## config.mk

```make
export PLATFORM = sky130hd
export DESIGN_NAME = hpu_lsu_stbuf_flat
export DESIGN_NICKNAME = d
export VERILOG_FILES = /design/src/rtl/hpu_lsu_stbuf_pkg.sv /design/src/rtl/hpu_lsu_stbuf_if.sv /design/src/rtl/hpu_lsu_stbuf_match.sv /design/src/rtl/hpu_lsu_stbuf.sv /design/src/flat_wrapper.sv
export SDC_FILE = /design/constraint.sdc
export NUM_CORES = 1
export LEC_CHECK = 0
export CORE_MARGIN = 2
export CORE_UTILIZATION = 30
export DETAILED_ROUTE_END_ITERATION = 7
export HOLD_SLACK_MARGIN = 0.03
export SYNTH_ARGS = -nofsm -noshare
export SYNTH_HDL_FRONTEND = slang
export SYNTH_SLANG_ARGS = --single-unit
export TNS_END_PERCENT = 50
```

## constraint.sdc

```tcl
create_clock -name clk_i -period 8.8 [get_ports clk_i]
set_input_delay 2.64 -clock clk_i [delete_from_list [all_inputs] [get_ports clk_i]]
set_output_delay 2.64 -clock clk_i [all_outputs]
set_load 0.02 [all_outputs]
```

## src/rtl/hpu_lsu_stbuf_pkg.sv

```systemverilog
`default_nettype none
// +----------------------------------------------------------------------------+
// | Module : hpu_lsu_stbuf_pkg                                                  |
// | Brief  : Shared types and constants for the LSU store buffer.               |
// | Rev    : 1.0 - initial release                                              |
// +----------------------------------------------------------------------------+
package hpu_lsu_stbuf_pkg;

  typedef logic [31:0] pc_t;
  typedef logic [31:0] data_t;
  typedef logic [3:0]  data_strobe_t;
  typedef logic [29:0] word_addr_t;

  typedef struct packed {
    pc_t          addr;
    data_t        data;
    data_strobe_t strb;
  } stbuf_entry_t;

  localparam int           STBUF_DEPTH = 4;
  localparam data_strobe_t STRB_FULL   = 4'hF;

endpackage
`default_nettype wire

```

## src/rtl/hpu_lsu_stbuf_if.sv

```systemverilog
`default_nettype none
// +----------------------------------------------------------------------------+
// | Module : hpu_lsu_stbuf_if                                                   |
// | Brief  : LSU-side and dcache-side signal bundle of the store buffer.        |
// | Rev    : 1.0 - initial release                                              |
// +----------------------------------------------------------------------------+
interface hpu_lsu_stbuf_if;
  import hpu_lsu_stbuf_pkg::*;

  logic         lsu_sb__wr_en;
  pc_t          lsu_sb__waddr;
  data_t        lsu_sb__wdata;
  data_strobe_t lsu_sb__wdata_strobe;
  logic         sb_lsu__wr_suc;

  logic         lsu_sb__rd_en;
  pc_t          lsu_sb__raddr;
  logic         sb_lsu__rd_suc;
  data_t        sb_lsu__rdata;

  logic         sb_dc__wr_en;
  pc_t          sb_dc__waddr;
  data_t        sb_dc__wdata;
  data_strobe_t sb_dc__wdata_strobe;
  logic         dc_sb__wr_suc;

  logic         sb_dc__rd_en;
  pc_t          sb_dc__raddr;
  logic         dc_sb__rd_suc;
  data_t        dc_sb__rdata;

  logic         sb_lsu__empty;
  logic         sb_lsu__full;

  // Environment side: drives LSU requests and dcache responses.
  modport master (
    output lsu_sb__wr_en, lsu_sb__waddr, lsu_sb__wdata, lsu_sb__wdata_strobe,
    output lsu_sb__rd_en, lsu_sb__raddr,
    output dc_sb__wr_suc, dc_sb__rd_suc, dc_sb__rdata,
    input  sb_lsu__wr_suc, sb_lsu__rd_suc, sb_lsu__rdata,
    input  sb_dc__wr_en, sb_dc__waddr, sb_dc__wdata, sb_dc__wdata_strobe,
    input  sb_dc__rd_en, sb_dc__raddr,
    input  sb_lsu__empty, sb_lsu__full
  );

  modport slave (
    input  lsu_sb__wr_en, lsu_sb__waddr, lsu_sb__wdata, lsu_sb__wdata_strobe,
    input  lsu_sb__rd_en, lsu_sb__raddr,
    input  dc_sb__wr_suc, dc_sb__rd_suc, dc_sb__rdata,
    output sb_lsu__wr_suc, sb_lsu__rd_suc, sb_lsu__rdata,
    output sb_dc__wr_en, sb_dc__waddr, sb_dc__wdata, sb_dc__wdata_strobe,
    output sb_dc__rd_en, sb_dc__raddr,
    output sb_lsu__empty, sb_lsu__full
  );

endinterface
`default_nettype wire

```

## src/rtl/hpu_lsu_stbuf_match.sv

```systemverilog
`default_nettype none
// +----------------------------------------------------------------------------+
// | Module : hpu_lsu_stbuf_match                                                |
// | Brief  : Word-address CAM over live entries, youngest match wins.           |
// | Rev    : 1.0 - initial release                                              |
// +----------------------------------------------------------------------------+
module hpu_lsu_stbuf_match
  import hpu_lsu_stbuf_pkg::*;
#(
  parameter  int DEPTH = STBUF_DEPTH,
  localparam int PW    = $clog2(DEPTH),
  localparam int CW    = PW + 1
) (
  input  word_addr_t [DEPTH-1:0] word_addr,
  input  logic       [DEPTH-1:0] strb_full,
  input  logic       [PW-1:0]    head,
  input  logic       [CW-1:0]    count,
  input  word_addr_t             rword,
  output logic                   hit,
  output logic                   full_hit,
  output logic       [PW-1:0]    hit_idx
);

  logic [PW-1:0] w_idx;

  // Walk oldest to youngest from head; the last live match overrides earlier ones.
  always_comb begin
    hit      = 1'b0;
    full_hit = 1'b0;
    hit_idx  = '0;
    w_idx    = '0;
    for (int k = 0; k < DEPTH; k++) begin
      w_idx = head + PW'(k);
      if ((CW'(k) < count) && (word_addr[w_idx] == rword)) begin
        hit      = 1'b1;
        hit_idx  = w_idx;
        full_hit = strb_full[w_idx];
      end
    end
  end

endmodule
`default_nettype wire

```

## src/rtl/hpu_lsu_stbuf.sv

```systemverilog
`default_nettype none
// +----------------------------------------------------------------------------+
// | Module : hpu_lsu_stbuf                                                      |
// | Brief  : In-order store buffer between LSU and dcache with load forwarding. |
// | Rev    : 1.0 - initial release                                              |
// +----------------------------------------------------------------------------+
module hpu_lsu_stbuf
  import hpu_lsu_stbuf_pkg::*;
#(
  parameter int DEPTH = STBUF_DEPTH
) (
  input  logic           clk_i,
  input  logic           rst_i,
  hpu_lsu_stbuf_if.slave bus
);

  localparam int            PW     = $clog2(DEPTH);
  localparam int            CW     = PW + 1;
  localparam logic [CW-1:0] C_FULL = CW'(DEPTH);

  stbuf_entry_t            r_entries [DEPTH];
  logic       [PW-1:0]     r_head;
  logic       [PW-1:0]     r_tail;
  logic       [CW-1:0]     r_count;

  logic                    w_empty;
  logic                    w_full;
  logic                    w_push;
  logic                    w_pop;
  logic                    w_hit;
  logic                    w_full_hit;
  logic       [PW-1:0]     w_hit_idx;
  word_addr_t [DEPTH-1:0]  w_cam_word;
  logic       [DEPTH-1:0]  w_cam_strb_full;

  assign w_empty = (r_count == '0);
  assign w_full  = (r_count == C_FULL);
  // Full is judged on the registered count, so a same-cycle pop never frees a slot.
  assign w_push  = bus.lsu_sb__wr_en && !w_full && !rst_i;
  assign w_pop   = !w_empty && bus.dc_sb__wr_suc && !rst_i;

  always_ff @(posedge clk_i) begin
    if (rst_i) begin
      r_head  <= '0;
      r_tail  <= '0;
      r_count <= '0;
    end else begin
      if (w_push) begin
        r_tail <= r_tail + PW'(1);
      end
      if (w_pop) begin
        r_head <= r_head + PW'(1);
      end
      if (w_push && !w_pop) begin
        r_count <= r_count + CW'(1);
      end else if (!w_push && w_pop) begin
        r_count <= r_count - CW'(1);
      end
    end
  end

  always_ff @(posedge clk_i) begin
    if (w_push) begin
      r_entries[r_tail] <= '{addr: bus.lsu_sb__waddr,
                             data: bus.lsu_sb__wdata,
                             strb: bus.lsu_sb__wdata_strobe};
    end
  end

  for (genvar g = 0; g < DEPTH; g++) begin : g_cam_in
    assign w_cam_word[g]      = r_entries[g].addr[31:2];
    assign w_cam_strb_full[g] = (r_entries[g].strb == STRB_FULL);
  end

  hpu_lsu_stbuf_match #(
    .DEPTH (DEPTH)
  ) u_match (
    .word_addr (w_cam_word),
    .strb_full (w_cam_strb_full),
    .head      (r_head),
    .count     (r_count),
    .rword     (bus.lsu_sb__raddr[31:2]),
    .hit       (w_hit),
    .full_hit  (w_full_hit),
    .hit_idx   (w_hit_idx)
  );

  assign bus.sb_lsu__wr_suc      = w_push;

  assign bus.sb_dc__wr_en        = !w_empty && !rst_i;
  assign bus.sb_dc__waddr        = r_entries[r_head].addr;
  assign bus.sb_dc__wdata        = r_entries[r_head].data;
  assign bus.sb_dc__wdata_strobe = r_entries[r_head].strb;

  // Any match keeps the load off the dcache: full matches forward, partial ones stall.
  assign bus.sb_dc__rd_en   = bus.lsu_sb__rd_en && !w_hit && !rst_i;
  assign bus.sb_dc__raddr   = bus.lsu_sb__raddr;
  assign bus.sb_lsu__rd_suc = !rst_i && bus.lsu_sb__rd_en &&
                              (w_hit ? w_full_hit : bus.dc_sb__rd_suc);
  assign bus.sb_lsu__rdata  = rst_i ? '0 :
                              (bus.lsu_sb__rd_en && w_full_hit) ? r_entries[w_hit_idx].data :
                              bus.dc_sb__rdata;

  assign bus.sb_lsu__empty  = w_empty;
  assign bus.sb_lsu__full   = w_full;

endmodule
`default_nettype wire

```

## src/flat_wrapper.sv

```systemverilog
// flat-port wrapper written by rule: the top's interface ports become plain ports
module hpu_lsu_stbuf_flat import hpu_lsu_stbuf_pkg::*;
#(
  parameter int DEPTH = STBUF_DEPTH
)
  (clk_i, rst_i, bus_lsu_sb__wr_en, bus_lsu_sb__waddr, bus_lsu_sb__wdata, bus_lsu_sb__wdata_strobe, bus_lsu_sb__rd_en, bus_lsu_sb__raddr, bus_dc_sb__wr_suc, bus_dc_sb__rd_suc, bus_dc_sb__rdata, bus_sb_lsu__wr_suc, bus_sb_lsu__rd_suc, bus_sb_lsu__rdata, bus_sb_dc__wr_en, bus_sb_dc__waddr, bus_sb_dc__wdata, bus_sb_dc__wdata_strobe, bus_sb_dc__rd_en, bus_sb_dc__raddr, bus_sb_lsu__empty, bus_sb_lsu__full);
  hpu_lsu_stbuf_if bus_i ();
  input  logic clk_i;
  input  logic rst_i;
  input wire logic [$bits(bus_i.lsu_sb__wr_en)-1:0] bus_lsu_sb__wr_en;
  input wire logic [$bits(bus_i.lsu_sb__waddr)-1:0] bus_lsu_sb__waddr;
  input wire logic [$bits(bus_i.lsu_sb__wdata)-1:0] bus_lsu_sb__wdata;
  input wire logic [$bits(bus_i.lsu_sb__wdata_strobe)-1:0] bus_lsu_sb__wdata_strobe;
  input wire logic [$bits(bus_i.lsu_sb__rd_en)-1:0] bus_lsu_sb__rd_en;
  input wire logic [$bits(bus_i.lsu_sb__raddr)-1:0] bus_lsu_sb__raddr;
  input wire logic [$bits(bus_i.dc_sb__wr_suc)-1:0] bus_dc_sb__wr_suc;
  input wire logic [$bits(bus_i.dc_sb__rd_suc)-1:0] bus_dc_sb__rd_suc;
  input wire logic [$bits(bus_i.dc_sb__rdata)-1:0] bus_dc_sb__rdata;
  output wire logic [$bits(bus_i.sb_lsu__wr_suc)-1:0] bus_sb_lsu__wr_suc;
  output wire logic [$bits(bus_i.sb_lsu__rd_suc)-1:0] bus_sb_lsu__rd_suc;
  output wire logic [$bits(bus_i.sb_lsu__rdata)-1:0] bus_sb_lsu__rdata;
  output wire logic [$bits(bus_i.sb_dc__wr_en)-1:0] bus_sb_dc__wr_en;
  output wire logic [$bits(bus_i.sb_dc__waddr)-1:0] bus_sb_dc__waddr;
  output wire logic [$bits(bus_i.sb_dc__wdata)-1:0] bus_sb_dc__wdata;
  output wire logic [$bits(bus_i.sb_dc__wdata_strobe)-1:0] bus_sb_dc__wdata_strobe;
  output wire logic [$bits(bus_i.sb_dc__rd_en)-1:0] bus_sb_dc__rd_en;
  output wire logic [$bits(bus_i.sb_dc__raddr)-1:0] bus_sb_dc__raddr;
  output wire logic [$bits(bus_i.sb_lsu__empty)-1:0] bus_sb_lsu__empty;
  output wire logic [$bits(bus_i.sb_lsu__full)-1:0] bus_sb_lsu__full;
  assign bus_i.lsu_sb__wr_en = bus_lsu_sb__wr_en;
  assign bus_i.lsu_sb__waddr = bus_lsu_sb__waddr;
  assign bus_i.lsu_sb__wdata = bus_lsu_sb__wdata;
  assign bus_i.lsu_sb__wdata_strobe = bus_lsu_sb__wdata_strobe;
  assign bus_i.lsu_sb__rd_en = bus_lsu_sb__rd_en;
  assign bus_i.lsu_sb__raddr = bus_lsu_sb__raddr;
  assign bus_i.dc_sb__wr_suc = bus_dc_sb__wr_suc;
  assign bus_i.dc_sb__rd_suc = bus_dc_sb__rd_suc;
  assign bus_i.dc_sb__rdata = bus_dc_sb__rdata;
  assign bus_sb_lsu__wr_suc = bus_i.sb_lsu__wr_suc;
  assign bus_sb_lsu__rd_suc = bus_i.sb_lsu__rd_suc;
  assign bus_sb_lsu__rdata = bus_i.sb_lsu__rdata;
  assign bus_sb_dc__wr_en = bus_i.sb_dc__wr_en;
  assign bus_sb_dc__waddr = bus_i.sb_dc__waddr;
  assign bus_sb_dc__wdata = bus_i.sb_dc__wdata;
  assign bus_sb_dc__wdata_strobe = bus_i.sb_dc__wdata_strobe;
  assign bus_sb_dc__rd_en = bus_i.sb_dc__rd_en;
  assign bus_sb_dc__raddr = bus_i.sb_dc__raddr;
  assign bus_sb_lsu__empty = bus_i.sb_lsu__empty;
  assign bus_sb_lsu__full = bus_i.sb_lsu__full;
  hpu_lsu_stbuf #(.DEPTH(DEPTH)) u_core (.clk_i(clk_i), .rst_i(rst_i), .bus(bus_i));
endmodule
```

-- Word level (Yosys, flattened, before mapping)
Memory sizes are Yosys's and may differ from the RTL's. A register that Yosys moved wholly into a read port is not among the register bits.
Index checks and enable logic that the tools add are counted.
- add/sub/neg operators: 6
- multiply operators: 0
- div/mod/pow operators: 0
- $lt $le $gt $ge: 8
- equal/unequal tests: 9
- shift-type cells: 0
- muxes and demuxes: 37
- bitwise operators: 0
- reduce and logical (&&, ||, !) cells: 24
- operator list (kind ; count):
    $bmux 30 s2 ; 4
    $eq 30x30->1 ; 4
    $mux 30 ; 4
    $mux 32 ; 2
    $eq 4x4->1 const B ; 4
    $logic_and 1x1->1 ; 16
    $mux 1 ; 15
    $lt 2x3->1 const B ; 4
    $mux 2 ; 6
    $bmux 1 s2 ; 4
    $logic_not 1->1 ; 6
    $lt 1x3->1 const A ; 2
    $lt 2x3->1 const A ; 2
    $mux 3 ; 2
    $add 2x1->2 const B ; 2
    $add 2x2->2 const B ; 2
    $add 3x1->3 const B ; 1
    $eq 3x3->1 const B ; 1
    $logic_not 3->1 ; 1
    $sub 3x1->3 const B ; 1
    $reduce_bool 2->1 ; 1
- flip-flop bits (word level): 7
- latch bits: 0
- bits in writable memories: 272
- ROM bits: 0
- input port bits: 138
- output and inout port bits: 138
- word-level logic and storage cells: 88
- memories: 1
- memory list (memory ; depth ; bits a word ; rd ports ; clocked after Yosys merged registers in ; wr ports ; RTL line ; RTL):
    u_core.r_entries ; 4 ; 68 ; 6 ; 1 ; 1 ; hpu_lsu_stbuf.sv:21 ; stbuf_entry_t r_entries [DEPTH];

-- Logic depth before layout (Yosys ltp)
- word-level depth: 11
- mapped depth: 18

-- Cells and area by module
Synthesis repeated with hierarchy kept, for this count alone.
- cell total of the unflattened synthesis: 1125
- area total of the unflattened synthesis: 16393.2 um2
- modules (own cells, without submodules) (module ; instances ; cells an instance ; area an instance (um2)):
    hpu_lsu_stbuf ; 1 ; 595 ; 11925.2
    hpu_lsu_stbuf_match ; 1 ; 530 ; 4468.0

-- Worst setup path before layout
OpenSTA, ideal clock, no wires.
- kind: input to output
- start: in bus_lsu_sb__raddr[22]
- end: out bus_sb_lsu__rdata[0]
- data arrival time: 5.477 ns
- slack: 0.683 ns
- stages: 13
- buffers on the path: 4
- path through: clkbuf_1 -> xnor2_1 -> or4b_1 -> a211oi_1 -> o2111ai_1 -> or2_1 -> clkbuf_1 -> buf_2 -> o21ai_2 -> nand2_8 -> buf_12 -> mux2i_1 -> a211oi_1
- longest elaborated chain between the ends: 9
- ends and longest elaborated chain (element ; RTL line ; RTL):
    start: declaration ; flat_wrapper.sv:15 ; input wire logic [$bits(bus_i.lsu_sb__raddr)-1:0] bus_lsu_sb__raddr;
    $eq 30x30->1 ; hpu_lsu_stbuf_match.sv:34 ; if ((CW'(k) < count) && (word_addr[w_idx] == rword)) begin
    $logic_and 1x1->1 ; hpu_lsu_stbuf_match.sv:34 ;
    $mux 2 / $mux 1 (equally long branches) (4 in series) ; hpu_lsu_stbuf_match.sv:34 ;
    $mem_v2 4x68 / $logic_and 1x1->1 (equally long branches) ; - ;
    $mux 32 * ; hpu_lsu_stbuf.sv:101 ; (bus.lsu_sb__rd_en && w_full_hit) ? r_entries[w_hit_idx].data :
    $mux 32 * ; hpu_lsu_stbuf.sv:100 ; assign bus.sb_lsu__rdata = rst_i ? '0 :
    end: declaration ; flat_wrapper.sv:21 ; output wire logic [$bits(bus_i.sb_lsu__rdata)-1:0] bus_sb_lsu__rdata;
Mark *: on every way between the ends. The rest lies on a longest branch, timed or not.

-- Worst setup path after layout
- start: in bus_lsu_sb__raddr[23]
- end: out bus_sb_lsu__rdata[26]
The elaborated chain is that of the path after synthesis.

==> reports/metrics.cfg <==
[run_status]
status = complete, no violations

[power]
ir_worst_vdd_uv = 95.17
power_density_mw_per_mm2 = 178.4
p_leak_uw = 0.007741

[synthesis]
ys_seq_elements = 281
synthTopCellsByArea = edfxtp_1, mux4_2, mux2i_1, nand3_1, nand4_1
yosysWarnings = 0
synth_compound_area_frac = 0.08243
synth-async-reset-ratio = 0
yosysSeqAreaShare = 0.4460
synthAdderAreaFrac = 0.006017
netlist_area_sq_mm = 0.01872
synth_mux_area_frac = 0.2071
synth_edf_count = 272
synth_xor_area_frac = 0.05101
yosys.area.top_type_share = 0.4364
syn_area_per_cell_sq_um = 11.67
yosys.area.top_type = edfxtp_1
ys.flop_type = edfxtp_1
ys_types = 74
syn_inst = 1604
syn_nets = 1751
synth_top_family_by_area = multiplexers
synth-simple-area-share = 0.1492

[cts]
insertion_delay_ns = 0.54
tritoncts = yes
clock_sinks = 281
cts_made_buffers = 35
cts.clk_slew.worst_paths_ns = 0.06
h-tree-depth = 2
cts_max_path_buffers = 3
cts_root_buffer = clkbuf_16

[critical_path]
rr_endpoint = u_core.r_entries[3][51]$_DFFE_PP_
arrival_ns = 6.03
cp.required_ns = 6.16
rrSetupSlack_ns = 5.34
worstRegToRegCells = 7
slowest_stage = xnor2_1
crit_path_start_kind = primary input
cp-startpoint = bus_lsu_sb__raddr[23]
worstSetupEndpointType = primary output
path_cells = clkdlybuf4s50_1 -> buf_4 -> xnor2_1 -> nor3_2 -> a31oi_1 -> nor4_4 -> and4b_1 -> o2111a_1 -> o21ai_4 -> nand2_4 -> buf_4 -> buf_4 -> mux2i_1 -> a211oi_2 -> buf_4
cp_common_cell = buf_4
crit_fanout = 6
crit_path_end = bus_sb_lsu__rdata[26]
cpPeakStageDelay_ns = 0.45
worstSetupPathType = primary input to primary output
worstReg2RegStart = u_core.r_count[0]$_SDFFE_PP0P_

[cells_and_area]
layout-drive-gt1-share = 0.2158
final_nets = 2038
area_growth_pct = 29.54

[timing]
maxSlewHeadroom = 0.3575
fin_ws_ns = 0.1265
max_freq_mhz = 115.3
period_minus_slack_ns = 8.673
setup-violations-final = 0
setup_tns_ns = 0
slew_viol_final = 0
worst_pin_slew_ns = 0.9637
period_share = 0.9856
hold_viol = 0
finClkSkew_ns = 0.007752
rsz0062_at_grt = true
holdWs_ns = 0.5934

[grt]
grt_pass1_vias = 15060
antenna_found_initial = 5
grt_pass1_wl_um = 98700
grt_max_degree = 102
overflow = 0
globalRouteTotalUtil = 0.2037

[placed_design]
io_buffers = 271
place_hpwl_um = 47850
pre_cts_slack_ns = -0.7169
place_congestion = 0.9166

[worst_hold_path]
holdCritPathClass = register to register

[floorplanning]
placementRows = 91
ios = 276
die_w_um = 253.8
core_area_sq_mm = 0.06171
die_y_um = 253.8
start_util = 0.3033
dieArea_sq_mm = 0.06440

[route]
drt_first_pass_iters = 5
drt_wl_total_um = 67370
postRouteAntennaNets = 0
drc_errors = 0
drtIter0Drc = 1428
via_count = 15530
post_drt_wl_per_cell_um = 24.47
via_per_inst = 5.641

[job]
maxCapViolations = 0

logic make-up (layout without fill, tap and decap cells):
logic type	after synthesis	in the layout
compound gates	202	202
xor+xnor	109	109
fa+ha+maj	9	9
buf+inv	210	519
flops	281	281
mux	282	282
other cells	0	2
simple gates	511	512
power by group:
group | switching, uW | internal (uW)
clock network | 584 | 851
logic | 687 | 558
registers | 98.5 | 1550
stage by stage:
| step | area, sq um | util | power (uW) | instances |
|---|---|---|---|---|
| after floorplan | 18720 | - | 2361 | 1604 |
| after global placement | 22990 | 0.3726 | 2891 | 2686 |
| after CTS | 24190 | 0.3921 | 4347 | 2751 |
| after detailed placement | 22990 | 0.3726 | 2904 | 2686 |
| after global routing | 24240 | 0.3929 | 4483 | 2753 |
| final | 24240 | 0.3929 | 4326 | 2753 |
layout by cell type, fill, tap and decap left out, drive strengths merged, types with 5 or more instances in the layout:
master	n
o21ai	19
a21oi	21
mux2i	181
a211oi	36
dlygate4sd2	15
clkinv	14
xnor2	93
o2111ai	5
dfxtp	9
nand2	24
buf	203
inv	14
nor4	17
clkdlybuf4s50	220
nand4	144
mux4	82
and2	7
xor2	16
nor2b	7
clkbuf	43
or2	6
nor3	18
edfxtp	272
a2bb2oi	70
nor2	65
ha	9
nand3	202
o22ai	7
mux2	19
flip-flops by register name (all words and copies together) (netlist names), named ones only:
signal            count
u_core.r_count        3
u_core.r_entries    272
u_core.r_head         2
u_core.r_tail         2
worst min-delay path by stage:
stage                                               from                        endpoint  slack (ns)  cells after the start
after global routing      u_core.r_count[1]$_SDFFE_PP0P_  u_core.r_count[1]$_SDFFE_PP0P_        0.63                      2
after global placement     u_core.r_tail[0]$_SDFFE_PP0P_   u_core.r_tail[0]$_SDFFE_PP0P_        0.56                      2
after detailed placement  u_core.r_count[1]$_SDFFE_PP0P_  u_core.r_count[1]$_SDFFE_PP0P_        0.59                      2
after floorplan           u_core.r_count[1]$_SDFFE_PP0P_  u_core.r_count[1]$_SDFFE_PP0P_        0.53                      2
after CTS                 u_core.r_count[1]$_SDFFE_PP0P_  u_core.r_count[1]$_SDFFE_PP0P_        0.60                      2
final                     u_core.r_count[1]$_SDFFE_PP0P_  u_core.r_count[1]$_SDFFE_PP0P_        0.59                      2
per-layer routing:
layer,global-route usage,part of all wire,vias to the layer above
li1,-,-,6923
met4,0.06151,0.032,6
met3,0.03503,0.065,117
met2,0.3299,0.47,604
met1,0.2783,0.43,7879
met5,0,0.00043,-
Yosys cell counts, types with 20 or more instances:
library cell and count:
a21oi_1 21, buf_4 38, nand3_1 202, mux4_2 82, edfxtp_1 272, buf_1 20
mux2i_1 180, clkbuf_1 111, a2bb2oi_1 70, xnor2_1 93, nand2_1 22, nand4_1 144
nor2_1 65, a211oi_1 36
area by class of cell:
| cell class | instances | area [sq um] |
|---|---|---|
| Fill cell | 5923 | 37470 |
| Clock inverter | 24 | 249.0 |
| Timing Repair Buffer | 450 | 4159 |
| Sequential cell | 281 | 8363 |
| Multi-Input combinational cell | 1114 | 9505 |
| Clock buffer | 36 | 879.6 |
| Inverter | 9 | 36.28 |
| Antenna cell | 2 | 5.005 |
| Tap cell | 837 | 1047 |
timing repair:
action / CTS / global route
hold buffers: 0 / 0
gates cloned: 2 / 0
hold endpoints to repair: 0 / 0
gates resized for setup: 159 / 43
setup buffers: 3 / 0
endpoints found under the setup margin: 34 / 32
pin swaps: 9 / 10
worst max-delay path, delay by kind of cell:
kind / cells / cell delay (ns)
AOI/OAI and AO/OA: 4 / 1.20
muxes: 1 / 0.12
and+or+nand+nor: 4 / 0.55
xor gates and xnor gates: 1 / 0.45
buffers and inverters: 5 / 1.04
Power figures use the tool's default switching activity.
